## src/rtl/pong_pkg.sv

```systemverilog
// Shared definitions for the Pong game sequencer.
// Contents: state encoding, text-region enable bit positions, BCD digit limit.
package pong_pkg;

  typedef enum logic [1:0] {
    ST_NEWGAME = 2'b00,
    ST_PLAY    = 2'b01,
    ST_NEWBALL = 2'b10,
    ST_OVER    = 2'b11
  } state_t;

  // Bit positions inside text_en = {score, logo, rule, over}
  localparam int TXT_SCORE = 3;
  localparam int TXT_LOGO  = 2;
  localparam int TXT_RULE  = 1;
  localparam int TXT_OVER  = 0;

  localparam logic [3:0] BCD_MAX = 4'd9;

endpackage

```

## src/rtl/pong_timer.sv

```systemverilog
// Hold-off timer: 7-bit down-counter stepped by the frame refresh tick.
// Ports:
//   clk, reset : system clock, synchronous active-high reset
//   load       : reload with TICKS (wins over a same-cycle tick)
//   tick       : decrement by one when the count is nonzero
//   done       : count is zero
module pong_timer #(
  parameter int TICKS = 120
) (
  input  logic clk,
  input  logic reset,
  input  logic load,
  input  logic tick,
  output logic done
);

  logic [6:0] count;

  always_ff @(posedge clk) begin
    if (reset)
      count <= '0;
    else if (load)
      count <= 7'(TICKS);
    else if (tick && (count != 7'd0))
      count <= count - 7'd1;
  end

  assign done = (count == 7'd0);

endmodule

```

## src/rtl/pong_game_ctrl.sv

```systemverilog
// Pong game sequencer: game state, ball count, two-digit BCD score and the
// hold-off timer that paces new-ball and game-over screens.
// Ports:
//   clk, reset      : system clock, synchronous active-high reset
//   btn             : debounced buttons, any nonzero value is a press
//   hit, miss       : one-cycle strobes from the graphics generator
//   refr_tick       : one-cycle strobe per frame
//   gra_still       : hold ball/paddles at start position
//   text_en         : {score, logo, rule, over} text-region enables
//   dig1, dig0      : BCD score tens / units
//   ball            : balls remaining
//   state           : current state code
//
// state   | meaning
// NEWGAME | title screen, waiting for a press to start a game
// PLAY    | ball in motion, counting hits and watching for misses
// NEWBALL | ball lost, hold-off then press to serve the next ball
// OVER    | last ball lost, hold-off then back to title screen
module pong_game_ctrl
  import pong_pkg::*;
#(
  parameter int BALLS       = 3,
  parameter int TIMER_TICKS = 120
) (
  input  logic       clk,
  input  logic       reset,
  input  logic [1:0] btn,
  input  logic       hit,
  input  logic       miss,
  input  logic       refr_tick,
  output logic       gra_still,
  output logic [3:0] text_en,
  output logic [3:0] dig1,
  output logic [3:0] dig0,
  output logic [1:0] ball,
  output logic [1:0] state
);

  localparam logic [1:0] BALLS_FULL = 2'(BALLS);

  state_t     state_q, state_d;
  logic [3:0] dig1_q, dig0_q;
  logic [1:0] ball_q;
  logic       timer_load, timer_done;
  logic       score_clr, score_inc;
  logic       ball_full, ball_start, ball_dec;
  logic       press;

  assign press = (btn != 2'b00);

  pong_timer #(.TICKS(TIMER_TICKS)) u_timer (
    .clk   (clk),
    .reset (reset),
    .load  (timer_load),
    .tick  (refr_tick),
    .done  (timer_done)
  );

  always_ff @(posedge clk) begin
    if (reset)
      state_q <= ST_NEWGAME;
    else
      state_q <= state_d;
  end

  always_comb begin
    state_d    = state_q;
    timer_load = 1'b0;
    score_clr  = 1'b0;
    score_inc  = 1'b0;
    ball_full  = 1'b0;
    ball_start = 1'b0;
    ball_dec   = 1'b0;
    gra_still  = 1'b1;
    text_en    = '0;
    case (state_q)
      ST_NEWGAME: begin
        text_en[TXT_SCORE] = 1'b1;
        text_en[TXT_LOGO]  = 1'b1;
        text_en[TXT_RULE]  = 1'b1;
        if (press) begin
          state_d    = ST_PLAY;
          score_clr  = 1'b1;
          ball_start = 1'b1;
        end
      end
      ST_PLAY: begin
        gra_still          = 1'b0;
        text_en[TXT_SCORE] = 1'b1;
        score_inc          = hit;
        if (miss) begin
          timer_load = 1'b1;
          if (ball_q == 2'd0) begin
            state_d = ST_OVER;
          end else begin
            state_d  = ST_NEWBALL;
            ball_dec = 1'b1;
          end
        end
      end
      ST_NEWBALL: begin
        text_en[TXT_SCORE] = 1'b1;
        // Timer was reloaded on entry, so a held button waits out the hold-off.
        if (timer_done && press)
          state_d = ST_PLAY;
      end
      ST_OVER: begin
        text_en[TXT_SCORE] = 1'b1;
        text_en[TXT_OVER]  = 1'b1;
        if (timer_done) begin
          state_d   = ST_NEWGAME;
          ball_full = 1'b1;
        end
      end
      default: state_d = ST_NEWGAME;
    endcase
  end

  always_ff @(posedge clk) begin
    if (reset)
      ball_q <= BALLS_FULL;
    else if (ball_full)
      ball_q <= BALLS_FULL;
    else if (ball_start)
      ball_q <= BALLS_FULL - 2'd1;
    else if (ball_dec)
      ball_q <= ball_q - 2'd1;
  end

  // BCD score, wraps 99 -> 00 silently.
  always_ff @(posedge clk) begin
    if (reset || score_clr) begin
      dig1_q <= 4'd0;
      dig0_q <= 4'd0;
    end else if (score_inc) begin
      if (dig0_q == BCD_MAX) begin
        dig0_q <= 4'd0;
        dig1_q <= (dig1_q == BCD_MAX) ? 4'd0 : dig1_q + 4'd1;
      end else begin
        dig0_q <= dig0_q + 4'd1;
      end
    end
  end

  assign dig1  = dig1_q;
  assign dig0  = dig0_q;
  assign ball  = ball_q;
  assign state = state_q;

endmodule

```

## config.mk

```make
export PLATFORM = sky130hd
export DESIGN_NAME = pong_game_ctrl
export DESIGN_NICKNAME = d
export VERILOG_FILES = /design/src/rtl/pong_pkg.sv /design/src/rtl/pong_timer.sv /design/src/rtl/pong_game_ctrl.sv
export SDC_FILE = /design/constraint.sdc
export NUM_CORES = 1
export LEC_CHECK = 0
export ABC_AREA = 0
export CELL_PAD_IN_SITES_DETAIL_PLACEMENT = 1
export CELL_PAD_IN_SITES_GLOBAL_PLACEMENT = 1
export CORE_MARGIN = 1
export CORE_UTILIZATION = 48
export CTS_CLUSTER_SIZE = 40
export DETAILED_ROUTE_END_ITERATION = 7
export DONT_BUFFER_PORTS = 1
export PLACE_DENSITY = 0.88
export SLEW_MARGIN = 25
export SYNTH_ARGS = -nofsm -noshare
export SYNTH_HDL_FRONTEND = slang
export SYNTH_SLANG_ARGS = --single-unit
export TNS_END_PERCENT = 1
```

## constraint.sdc

```tcl
create_clock -name clk -period 2.75 [get_ports clk]
set_input_delay 0.55 -clock clk [delete_from_list [all_inputs] [get_ports clk]]
set_output_delay 0.55 -clock clk [all_outputs]
set_load 0.02 [all_outputs]
```

==> results.cfg, run 1 <==
[outcome]
status = finished clean

[die]
die_w_um = 49.0
start_util_pct = 52.5
ioPinCount = 24
fp.dieArea_mm2 = 0.00241
core.rowCount = 16
core_mm2 = 0.00202
die_h_um = 49.0

[finish]
layout.nets = 136
layout-drive-gt1-share_pct = 12.0
fin_area_mm2 = 0.00111
diodes = 0
area_growth_pct = 4.59
final_cells = 152

[sta]
final-hold-violation-count = 0
setup-violations-final = 0
fmax_mhz = 495
fin_crit_sh_pct = 73.4
slew_headroom_pct = 56.5
rsz0062_at_grt = no
worst_slew_pin_slew_ps = 647
maxSlewViolCount = 0
period_needed_ps = 2020
fin_skew_ps = 4.50
final.setup.tns_ps = 0

[yosys]
yosys.area_share.simple_pct = 30.9
synth_mux_area_share_pct = 2.83
syn_area_mm2 = 0.00106
yosys.cell_types.count = 45
synth_flop_cell = dfxtp_1
synth_top_family_by_area = simple AND/OR/NAND/NOR gates
synthArstFlopShare_pct = 0
synthCells = 124
avgSynthCellArea_um2 = 8.57
synthXorXnorAreaFrac_pct = 1.65
synth_top_area_share_pct = 35.8
synth-seq-area-share_pct = 35.8
ys_ff_latch = 19
synthTopCellsByArea = dfxtp_1 (36%), or4_1 (4.2%), a21oi_1 (3.8%), a31oi_1 (3.5%), ha_1 (3.5%)
synth-compound-area-share_pct = 19.2
synthAdderAreaFrac_pct = 3.53
synth.largest_area_cell = dfxtp_1
ys_top_cells_by_count = dfxtp_1 (19), a21oi_1 (8), inv_1 (8)
yosys_warnings = 0
syn_nets = 134
synth_edf_count = 0
synth_most_common_cell = dfxtp_1

[global_route]
grt_pass1_wl_um = 4460
antenna_found_initial = 0
grt_max_degree = 15
track_usage_pct = 24.2
grt_pass1_vias = 974
grt_overflow = 0

[cts]
clkTransAtPathRegs_ps = 110
clockBufferDepth = 2
ctsHoldBuffers = 0
clkSinkCount = 19
cts_tree = built
cts_buffers = 3
clkLatencyLatePin_ps = 310
cts.htree.levels = 1
cts_root_buf = clkbuf_4
cts_setup_buffers = 0
cts_resized = 0

[power_and_ir_drop]
p_per_area_mw_per_mm2 = 989
p_sw_share_pct = 43.2
leakagePower_nw = 0.392
power_switching_uw = 475
clkPwrFrac_pct = 13.2
p_comb_share_pct = 46.8
p_int_uw = 625
vdd_drop_max_uv = 554
p_seq_share_pct = 39.9
power_mw = 1.10

[placement]
placed_area_mm2 = 0.00108
post-dp-hpwl_um = 1890
dpl.cell_count = 148
portBuffers = 0
place_congestion = 0.735

[worst_setup_path]
crit_type = flip-flop to flip-flop
endpoint_kind = flip-flop
cp.required_ps = 2990
crit_path_max_fanout = 14
crit_path_start_kind = flip-flop
critPathArrivalTime_ps = 2260

[drt]
drtIter0Drc = 5
route.detailed.drc = 0
wl_per_cell_um = 16.3
ant_nets = 0
firstDrtPassIters = 4
vias = 944
routed_wl_um = 2480
viasPerCell = 6.21

[worst_hold_path]
min_path_type = primary input to flip-flop

[run]
drv_cap = 0
## placed cells by master, fill, tap and decap left out, types with 2 or more instances in the layout
master    Yosys  layout
a21oi_1       8       8
a31oi_1       6       6
and2_1        2       2
buf_4         2       2
clkbuf_4      0       3
dfxtp_1      19      19
ha_1          3       3
inv_1         8       8
mux2i_1       3       3
nand2_1       6       6
nand3_1       4       4
nand3b_1      4       4
nor2_1        6       6
nor2b_1       3       3
o21ai_0       6       6
o31ai_1       4       4
or3_1         3       3
or3b_2        3       3
or4_1         6       6
## metrics by stage
stage	utilization, %	worst slack (ps)	hold slack (ps)
after global routing	55.0	566	274
final	55.0	730	288
after CTS	55.0	741	282
after global placement	53.6	874	467
after floorplan	-	1020	455
after detailed placement	53.6	793	483
## per-layer routing
metal  track usage, %  part of all wire [%]  up-vias
li1                 -                     -      460
met1             29.3                    45      459
met2             41.4                    50       21
met3             7.17                   3.9        4
met4             6.37                  0.97        0
met5                0                     0        -
## flip-flops by register name, indices dropped and copies added, names as in the netlist
signal / count
u_timer.count: 7
ball: 2
dig1: 4
state: 2
dig0: 4
## critical path, cell delays in order (launching register included)
cell	delay, ps
dfxtp_1	470
nand4b_1	550
or4b_2	760
a31oi_1	170
## cell families after synthesis
kind of cell	Yosys count
flip-flops	19
other	1
AO/OA/AOI/OAI	32
AND/OR/NAND/NOR	50
adder cells (fa/ha/maj)	3
multiplexers	3
buffers and inverters	14
XOR/XNOR	2
## worst paths after layout
kind,startpoint,endpoint,slack [ps],cells after the start
setup reg to reg,state[1],dig0[3],730,3
hold / removal,reset,u_timer.count[5],290,1
setup / recovery,state[1],dig0[3],730,3
hold reg to reg,u_timer.count[1],u_timer.count[1],490,2
## layout make-up
cell class | instances | area (um^2)
fillers | 251 | 911
multi-input cells | 91 | 621
flip-flops and latches | 19 | 380
inverters | 9 | 33.8
well taps | 27 | 33.8
clock buffers | 3 | 22.5
repair buffers | 2 | 15.0
clock inverters | 1 | 5.00
## power groups by stage
stage               clock network [mW]  registers (mW)  logic, mW
floorplan                            0           0.426      0.415
global placement                     0           0.435      0.492
detailed placement                   0           0.444      0.518
CTS                              0.152           0.438      0.518
global route                     0.162           0.451      0.580
finish                           0.146           0.439      0.515
Power figures use the tool's default switching activity.
==> inputs of run 2 (changes only) <==
Settings changed: CORE_UTILIZATION 48 to 40, PLACE_DENSITY 0.88 to 0.79.
Clock period 2.75 ns to 1.8 ns, I/O delays scaled along.
==> results.cfg, run 2 (same netlist as run 1, synthesis figures left out) <==
[power_and_ir_drop]
p_comb_share_pct = 49.4
p_per_area_mw_per_mm2 = 1470
leakagePower_nw = 0.423
p_int_uw = 984
clkPwrFrac_pct = 12.7
power_switching_uw = 754
p_seq_share_pct = 37.9
vdd_drop_max_uv = 819
p_sw_share_pct = 43.4

[worst_hold_path]
min_path_type = primary input to flip-flop
min_from = reset
hold_end = u_timer.count[4]
hold_depth = 1

[placement]
portBuffers = 0
post-dp-hpwl_um = 2030
place_congestion = 0.806
placed_area_mm2 = 0.00114

[sta]
setup-violations-final = 0
fmax_mhz = 571
period_needed_ps = 1750
fin_skew_ps = 5.96
final-hold-violation-count = 0
fin_crit_sh_pct = 97.3
rsz0062_at_grt = yes
maxSlewViolCount = 0

[drt]
route.detailed.drc = 0
wl_per_cell_um = 16.2
routed_wl_um = 2620
ant_nets = 0
viasPerCell = 5.96
drtIter0Drc = 12
vias = 966
firstDrtPassIters = 4

[worst_setup_path]
cp.required_ps = 2000
crit_path_start_kind = flip-flop
reg2reg_to = state[0]
crit_type = flip-flop to flip-flop
r2r_slack_ps = 50
crit_path_max_fanout = 3
critPathArrivalTime_ps = 1950
worstReg2RegStart = u_timer.count[0]
endpoint_kind = flip-flop
worst_r2r_path_depth = 5

[finish]
fill_cells = 306
fin_area_mm2 = 0.00118
layout-drive-gt1-share_pct = 21.2
final_common_cell = dfxtp_1
largest_reg_flops = 7
diodes = 0
layout.nets = 143
multi_input_area_um2 = 631
area_growth_pct = 11.4
regArea_um2 = 383
finish.utilization_pct = 47.3
final_cell_mix = dfxtp_1 (17), buf_4 (9), a21oi_1 (8)
max_flop_register = u_timer.count

[cts]
cts_tree = built
clkTransAtPathRegs_ps = 120
cts_resized = 1
clockBufferDepth = 2
ctsHoldBuffers = 0
clkSinkCount = 19
clkLatencyLatePin_ps = 300
cts.htree.levels = 1
cts_setup_buffers = 0
cts_root_buf = clkbuf_4
cts_buffers = 3

[global_route]
antenna_found_initial = 0
grt_pass1_vias = 985
grt_max_degree = 14
grt_pass1_wl_um = 4200
track_usage_pct = 20.6
grt_overflow = 0

[die]
ioPinCount = 24
core.rowCount = 18
core_mm2 = 0.00250
start_util_pct = 42.5
die_w_um = 53.5
fp.dieArea_mm2 = 0.00287
die_h_um = 53.5

[outcome]
status = finished clean

[run]
drv_cap = 0
-- run 2: cell types whose count changed in the layout (fill, tap and decap cells not counted), moves of 2 or more --
cell,delta
buf_4,+7
inv_1,-2
dfxtp_2,+2
dfxtp_1,-2
-- run 2: worst max-delay path, cell delays in order (launching register included) --
cell and delay [ps]:
dfxtp_2 350, inv_2 70, ha_2 190, or4b_4 480
o311a_1 300, o31a_1 270
-- run 2: power groups by stage --
| stage | logic, mW | registers [mW] | clock network [mW] |
|---|---|---|---|
| after floorplan | 0.634 | 0.651 | 0 |
| after global placement | 0.782 | 0.642 | 0 |
| after detailed placement | 0.831 | 0.653 | 0 |
| after CTS | 0.846 | 0.649 | 0.232 |
| after global routing | 0.949 | 0.676 | 0.250 |
| final | 0.859 | 0.658 | 0.221 |
-- run 2: worst max-delay path by stage --
stage                      from                to  cells past startpoint
2_1_floorplan  u_timer.count[0]          state[0]                      5
3_3_place_gp   u_timer.count[0]  u_timer.count[0]                      5
3_5_place_dp   u_timer.count[0]  u_timer.count[1]                      5
4_1_cts                state[1]        text_en[1]                      3
5_1_grt        u_timer.count[1]          state[0]                      5
6_report       u_timer.count[0]          state[0]                      5
-- run 2: layout make-up --
class,instances,area share (%)
multi-input cells,91,53.3
inverters,9,3.17
flip-flops and latches,19,32.3
well taps,30,3.17
clock buffers,3,1.90
repair buffers,9,5.71
clock inverters,1,0.423
-- run 2: layer usage --
metal	track usage, %	routed length (um)
met5	0	0
met4	5.26	12
met3	6.78	94
met2	39.2	1440
met1	21.4	1070
-- run 2: metrics by stage --
| stage | total power [mW] | worst slack (ps) | hold slack, ps | cells | setup TNS, ps |
|---|---|---|---|---|---|
| after CTS | 1.73 | 3.28 | 99.4 | 162 | 0 |
| after global routing | 1.87 | -2.90 | 80.2 | 162 | -2.90 |
| after global placement | 1.42 | -12.2 | 431 | 158 | -24.0 |
| after detailed placement | 1.48 | -147 | 433 | 158 | -294 |
| final | 1.74 | 48.9 | 108 | 162 | 0 |
| after floorplan | 1.28 | 132 | 429 | 124 | 0 |
==> inputs of run 3 (changes only) <==
Settings changed: GPL_ROUTABILITY_DRIVEN set to 0, RECOVER_POWER set to 50.
==> results.cfg, run 3 (same netlist as run 1, synthesis figures left out) <==
[outcome]
status = finished clean

[sta]
fmax_mhz = 571
period_needed_ps = 1750
rsz0062_at_grt = yes
setup-violations-final = 0
final-hold-violation-count = 0
maxSlewViolCount = 0
fin_skew_ps = 6.19
final.setup.tns_ps = 0
fin_crit_sh_pct = 97.3

[global_route]
track_usage_pct = 20.6
grt_pass1_vias = 985
grt_overflow = 0
antenna_found_initial = 0
grt_max_degree = 14
grt_pass1_wl_um = 4200

[worst_hold_path]
hold_end = u_timer.count[4]
hold_depth = 1
min_path_type = primary input to flip-flop
min_from = reset

[drt]
drtIter0Drc = 10
route.detailed.drc = 0
firstDrtPassIters = 4
viasPerCell = 6.01
routed_wl_um = 2620
ant_nets = 0
wl_per_cell_um = 16.2
vias = 973

[finish]
diodes = 0
area_growth_pct = 9.66
layout.nets = 143
final_cell_mix = dfxtp_1 (17), a21oi_1 (8), o21ai_0 (7)
final_cells = 162
fill_cells = 312
final_common_cell = dfxtp_1
largest_reg_flops = 7
max_flop_register = u_timer.count
layout-drive-gt1-share_pct = 17.4

[worst_setup_path]
reg2reg_to = state[0]
worstReg2RegStart = u_timer.count[0]
crit_type = flip-flop to flip-flop
path_buf_inv = 1
crit_family = compound AO/OA/AOI/OAI gates
endpoint_kind = flip-flop
cp.required_ps = 2000
r2r_slack_ps = 50
crit_path_start_kind = flip-flop
cpMaxStageDelayCell = or4b_4
critPathArrivalTime_ps = 1950
worst_r2r_path_depth = 5
crit_path_max_fanout = 3
worstPathCellList = inv_2 -> ha_2 -> or4b_4 -> o311a_1 -> o31a_1
slowest_delay_ps = 480

[run]
drv_cap = 0

[cts]
cts.htree.levels = 1
cts_root_buf = clkbuf_4
cts_buffers = 3
clkLatencyLatePin_ps = 300
clkTransAtPathRegs_ps = 120
clockBufferDepth = 2
cts_setup_buffers = 0
ctsHoldBuffers = 0
cts_tree = built
clkSinkCount = 19

[die]
die_h_um = 53.5
ioPinCount = 24
core_mm2 = 0.00250
core.rowCount = 18
fp.dieArea_mm2 = 0.00287
start_util_pct = 42.5
die_w_um = 53.5

[placement]
dpl.cell_count = 158
portBuffers = 0
post-dp-hpwl_um = 2030

[power_and_ir_drop]
leakagePower_nw = 0.405
p_per_area_mw_per_mm2 = 1480
vdd_drop_max_uv = 804
[run 3: changes by cell type in the layout (fill, tap and decap cells not counted)]
cell,before,now
o21ai_1,1,0
o21ai_0,6,7
clkbuf_1,0,5
buf_4,9,4
[run 3: cell type report]
cell class / count / area (um^2) / area share (%)
Clock buffer: 3 / 22.5 / 1.93
Clock inverter: 1 / 5.00 / 0.430
Multi-Input combinational cell: 91 / 631 / 54.1
Inverter: 9 / 37.5 / 3.22
Tap cell: 30 / 37.5 / 3.22
Timing Repair Buffer: 9 / 48.8 / 4.19
Sequential cell: 19 / 383 / 32.9
[run 3: repair_timing]
item,4_1_cts,5_1_grt
gates cloned,0,0
pin swaps,0,0
resized for setup,1,6
endpoints found under the setup margin,3,3
endpoints found under the hold margin,0,0
[run 3: report_power, final]
group,switching [mW],internal (mW),leakage [nW]
Combinational,0.485,0.357,0.231
Clock,0.138,0.0828,0.0177
Sequential,0.129,0.529,0.156
Total,0.752,0.968,0.405
[run 3: worst max path at each step]
| stage | startpoint | endpoint | depth (start not counted) |
|---|---|---|---|
| 2_1_floorplan | u_timer.count[0] | state[0] | 5 |
| 3_3_place_gp | u_timer.count[0] | u_timer.count[0] | 5 |
| 3_5_place_dp | u_timer.count[0] | u_timer.count[1] | 5 |
| 4_1_cts | state[1] | text_en[1] | 3 |
| 5_1_grt | u_timer.count[1] | state[0] | 5 |
| 6_report | u_timer.count[0] | state[0] | 5 |
[run 3: layer usage]
metal	routed length [um]	share of wire [%]	GRT usage [%]
met1	1070	41	21.4
met2	1430	54	39.2
met3	105	4.0	6.78
met4	12	0.46	5.26
met5	0	0	0
[run 3: stage by stage]
step	worst slack (ps)	util (%)	area, um^2	hold WS (ps)	power [mW]
after floorplan	132	-	1060	429	1.28
after global placement	-12.2	45.6	1140	431	1.42
after detailed placement	-147	45.6	1140	433	1.48
after CTS	3.28	46.9	1170	99.4	1.73
after global routing	-2.90	46.6	1160	80.2	1.86
final	48.9	46.6	1160	108	1.72
==> edit 1 (settings of run 1) <==
Put one more register stage on the output `state`, with the module's reset. The value now appears one clock later. The other outputs are not delayed to match.
--- a/src/rtl/pong_game_ctrl.sv
+++ b/src/rtl/pong_game_ctrl.sv
@@ -145,7 +145,13 @@
   assign dig1  = dig1_q;
   assign dig0  = dig0_q;
   assign ball  = ball_q;
-  assign state = state_q;
+  always_ff @(posedge clk) begin
+    if (reset) begin
+      state <= '0;
+    end else begin
+      state <= state_q;
+    end
+  end
 
 endmodule
 
Formal check against the unedited RTL: not equivalent (Yosys sat finds a counterexample within 4 cycles, from zero or initial values and one cycle with reset high).
==> edit 1 against run 1 <==
- setup slack improved by 0.12 ns
- wire length decreased by 7.8%
- sequential cell count is 2 higher
- non-clock buffer count fell by 2
- power decreased by 19%
- final area decreased by 1.4%
- die area up 0.33%
- synthesized area rose by 0.35%
- largest power group is now registers
==> edit 1: results (changes against run 1) <==
Status: complete, no violations
Metal2 WL: 1110 um (-10%)
Filler cells: 258 (+2.8%)
Place WS: 0.873 ns (+0.0800 ns)
Area after DPL: 1070 um2 (-1.4%)
R2R Path Start: u_timer.count[0]
Seq/Total Area, Yosys: 39.4% (+3.6 points)
Worst hold endpoint: state_q[1]
Via/cell ratio: 5.77 (-7.0%)
Non-filler instance count after layout: 151 (-0.66%)
R2r worst-path depth: 6 (+3)
Setup crit end kind: output pin
Reg2reg setup slack: 0.86 ns (+0.13 ns)
R2R Path End: u_timer.count[3]
Largest net degree at the start of global routing: 13 (-2)
Gpl congestion: 0.809 (+10%)
HPWL Detailed: 1730 um (-8.5%)
CP max-delay cell: nor2_1
Post-Syn Nets: 136 (+1.5%)
Hold Path Class: input port to flip-flop
Syn_area_per_cell: 8.46 um2 (-1.2%)
Vias in the first global route: 866 (-11%)
DRT iter0 DRCs: 7 (+2)
Clock Skew: 0.0197 ns (+0.0152 ns)
Register clock-pin slew on the reported worst setup and hold paths: 0.13 ns (+0.02 ns)
Worst-Margin Slew: 0.738 ns (+0.0909 ns)
Global-route wire length before repair: 3860 um (-14%)
Most frequent cells after synthesis: dfxtp_1, nor2_1, nand2_1
Met3 WL: 94 um (-4.1%)
Crit-path max FO: 11 (-3)
Synth top area cells: dfxtp_1, nor2_1, xnor2_1
Maximum VDD drop: 0.444 mV (-20%)
Initial antenna violation count: 0 (unchanged)
Metal-1 WL: 1070 um (-5.1%)
Routed wire per std cell: 15.2 um (-7.2%)
==> edit 1: changes by cell type after synthesis, moves of 3 or more <==
cell,run 1,this run
or4_1,6,0
a31oi_1,6,3
nor2_1,6,18
xnor2_1,1,5
o31ai_1,4,1
nand2b_1,1,4
nor3_1,1,4
==> edit 1: area by class of cell <==
type                            instances  area (um2)  area share, %
Sequential cell                        21         420           38.4
Multi-Input combinational cell         93         592           54.0
Tap cell                               27        33.8           3.08
Inverter                                6        22.5           2.05
Clock inverter                          1        5.00          0.457
Clock buffer                            3        22.5           2.05
==> edit 1: per-stage QoR <==
stage	hold WS, ns	power (mW)
detailed placement	0.538	0.745
global placement	0.514	0.726
CTS	0.271	0.899
floorplan	0.487	0.683
finish	0.284	0.890
global route	0.269	0.948
==> edit 1: cells by family (layout without fill, tap and decap cells) <==
| kind of cell | count (synthesis) | count (layout) | synth area share, % |
|---|---|---|---|
| other | 1 | 1 | 0.352 |
| buffers and inverters | 12 | 10 | 5.05 |
| AO/OA/AOI/OAI | 23 | 23 | 14.4 |
| adder cells (fa/ha/maj) | 3 | 3 | 3.52 |
| XOR/XNOR | 7 | 7 | 5.75 |
| AND/OR/NAND/NOR | 57 | 57 | 29.6 |
| multiplexers | 2 | 2 | 1.88 |
| flip-flops | 21 | 21 | 39.4 |
==> edit 1: worst max-delay path by stage <==
stage / from / to / depth (start not counted) / slack (ns)
2_1_floorplan: btn[1] / ball[1] / 5 / 1.00
3_3_place_gp: u_timer.count[0] / state_q[1] / 6 / 0.89
3_5_place_dp: u_timer.count[0] / state_q[1] / 6 / 0.87
4_1_cts: state_q[0] / text_en[2] / 1 / 0.83
5_1_grt: u_timer.count[0] / state_q[1] / 6 / 0.74
6_report: state_q[0] / text_en[2] / 1 / 0.85
==> edit 1: per-layer routing <==
metal  vias up  global-route usage, %
met5         -                      0
met4         0                   6.37
met2        18                   37.7
li1        429                      -
met1       423                   23.2
met3         2                   6.54
==> edit 1: power breakdown <==
part / internal, mW / total (mW) / switching [mW]
clock network: 0.0543 / 0.149 / 0.0944
logic: 0.144 / 0.312 / 0.168
registers: 0.353 / 0.430 / 0.0771
total: 0.551 / 0.890 / 0.339
==> edit 2 (config.mk and constraints of run 1) <==
Without the edit above. Change the parameter `TIMER_TICKS` from 120 to 90.
--- a/src/rtl/pong_game_ctrl.sv
+++ b/src/rtl/pong_game_ctrl.sv
@@ -20,7 +20,7 @@
   import pong_pkg::*;
 #(
   parameter int BALLS       = 3,
-  parameter int TIMER_TICKS = 120
+  parameter int TIMER_TICKS = 90
 ) (
   input  logic       clk,
   input  logic       reset,
Function: no difference found for any inputs over 10 cycles, from zero or initial values and one cycle with reset high; that may be too few to reach the edited logic, so the function may still have changed.
==> edit 2 against run 1 <==
- die area down 4.2%
- wire length down 12%
- clock power about the same
- power down 17%
- setup slack better by 0.038 ns
- final area down 7.2%
- highest routed layer unchanged
- critical endpoint is now text_en[2]
- largest power group is now registers
- sequential cell count unchanged
- synthesized area down 4.4%
==> edit 2: results (changes against run 1) <==
Largest register FFs: 7 (unchanged)
Seq/Total Area, Yosys: 37.4% (+1.6 points)
Synth warnings: 0 (unchanged)
Synth top area cells: dfxtp_1, xor2_1, a21oi_1
Ys async rst share: 0% (unchanged)
Biggest register: u_timer.count
Nets@finish: 129 (-5.1%)
Share of layout cells above drive strength 1: 7.63% (-4.4 points)
Worst-Margin Slew: 0.709 ns (+0.0620 ns)
Root Buffer: clkbuf_4
PostCTS Resize Cnt: 0 (unchanged)
Maximum clock insertion buffer count: 2 (unchanged)
DR pass1 iterations: 4 (unchanged)
Grt total ovfl: 0 (unchanged)
Status: complete, no violations
Port bufs: 0 (unchanged)
Netlist cell types: 43 (-4.4%)
Hold Path Class: input port to flip-flop
Initial antenna violation count: 0 (unchanged)
HPWL Detailed: 1720 um (-8.9%)
Routed wire per std cell: 15.1 um (-7.3%)
Antenna diodes: 0 (unchanged)
Post-CTS Setup Inserts: 0 (unchanged)
Crit-path max FO: 12 (-2)
Lkg Pwr: 0.400 nW (+2.2%)
Clock Skew: 0.0199 ns (+0.0154 ns)
GRT Total Usage: 20.9% (-3.3 points)
Vias in the first global route: 823 (-16%)
Global-route wire length before repair: 3290 um (-26%)
Total CTS buffers: 3 (unchanged)
Most frequent cells after synthesis: dfxtp_1, nor2_1, a21oi_1
Gpl congestion: 0.791 (+7.5%)
CTS H-tree depth: 1 (unchanged)
Slowest stage delay, CP: 0.62 ns (-0.14 ns)
CP max-delay cell: nor2_1
Maximum VDD drop: 0.505 mV (-8.9%)
Sw frac: 41.3% (-1.8 points)
DRT iter0 DRCs: 2 (-3)
Family with the most delay on the worst path: simple AND/OR/NAND/NOR gates
Register clock-pin slew on the reported worst setup and hold paths: 0.13 ns (+0.02 ns)
Crit path arrival time: 1.43 ns (-0.83 ns)
Largest net degree at the start of global routing: 13 (-2)
Detailed-route via count: 840 (-11%)
Clock Latency Late Sink: 0.31 ns (about the same)
==> edit 2: changes by cell type after synthesis, sizes merged, moves of 3 or more <==
cell	change
a21oi	+3
a31oi	-5
mux2i	-3
nand3	-3
nand3b	-4
nor2	+7
o31ai	-3
or3b	-3
or4	-4
xor2	+5
==> edit 2: per-layer routing <==
metal  wire, um  part of all wire [%]  GRT usage [%]  up-vias
met5          0                     0              0        -
met4         54                   2.5           15.0        0
met3         92                   4.2           4.91        6
met2       1170                    53           36.8       21
met1        883                    40           21.6      404
li1           -                     -              -      409
==> edit 2: cells by family after synthesis <==
| family | share of synthesized area, % |
|---|---|
| and+or+nand+nor | 25.6 |
| muxes | 1.11 |
| AOI/OAI and AO/OA | 16.9 |
| buffers and inverters | 7.14 |
| DFF | 37.4 |
| adders and majority gates | 3.69 |
| other | 0.369 |
| xor gates and xnor gates | 7.76 |
==> edit 2: power by group through the flow <==
stage / combinational [mW] / clock (mW) / sequential (mW)
2_1_floorplan: 0.346 / 0 / 0.377
3_3_place_gp: 0.343 / 0 / 0.395
3_5_place_dp: 0.373 / 0 / 0.400
4_1_cts: 0.374 / 0.155 / 0.396
5_1_grt: 0.410 / 0.161 / 0.406
6_report: 0.372 / 0.146 / 0.397
==> edit 2: path summary, 6_finish.rpt <==
path	startpoint	cells past startpoint	slack [ns]	endpoint
worst max-delay path	state[1]	1	0.77	text_en[2]
worst min-delay path	reset	1	0.28	state[0]
worst max register to register	ball[0]	5	0.87	ball[1]
worst min register to register	u_timer.count[2]	2	0.53	u_timer.count[2]
==> edit 2: layout make-up <==
class	instances	area, um2
clock inverter	1	5.00
inverter	7	26.3
clock buffer	3	22.5
tap	27	33.8
fill	233	951
sequential	19	380
multi-input combinational	88	563
==> edit 2: metrics by stage <==
step	worst slack (ns)	std cells	cell area, um2
after global placement	1.04	141	1000
after floorplan	1.07	122	1020
after detailed placement	0.884	141	1000
after CTS	0.756	145	1030
final	0.768	145	1030
after global routing	0.682	145	1030
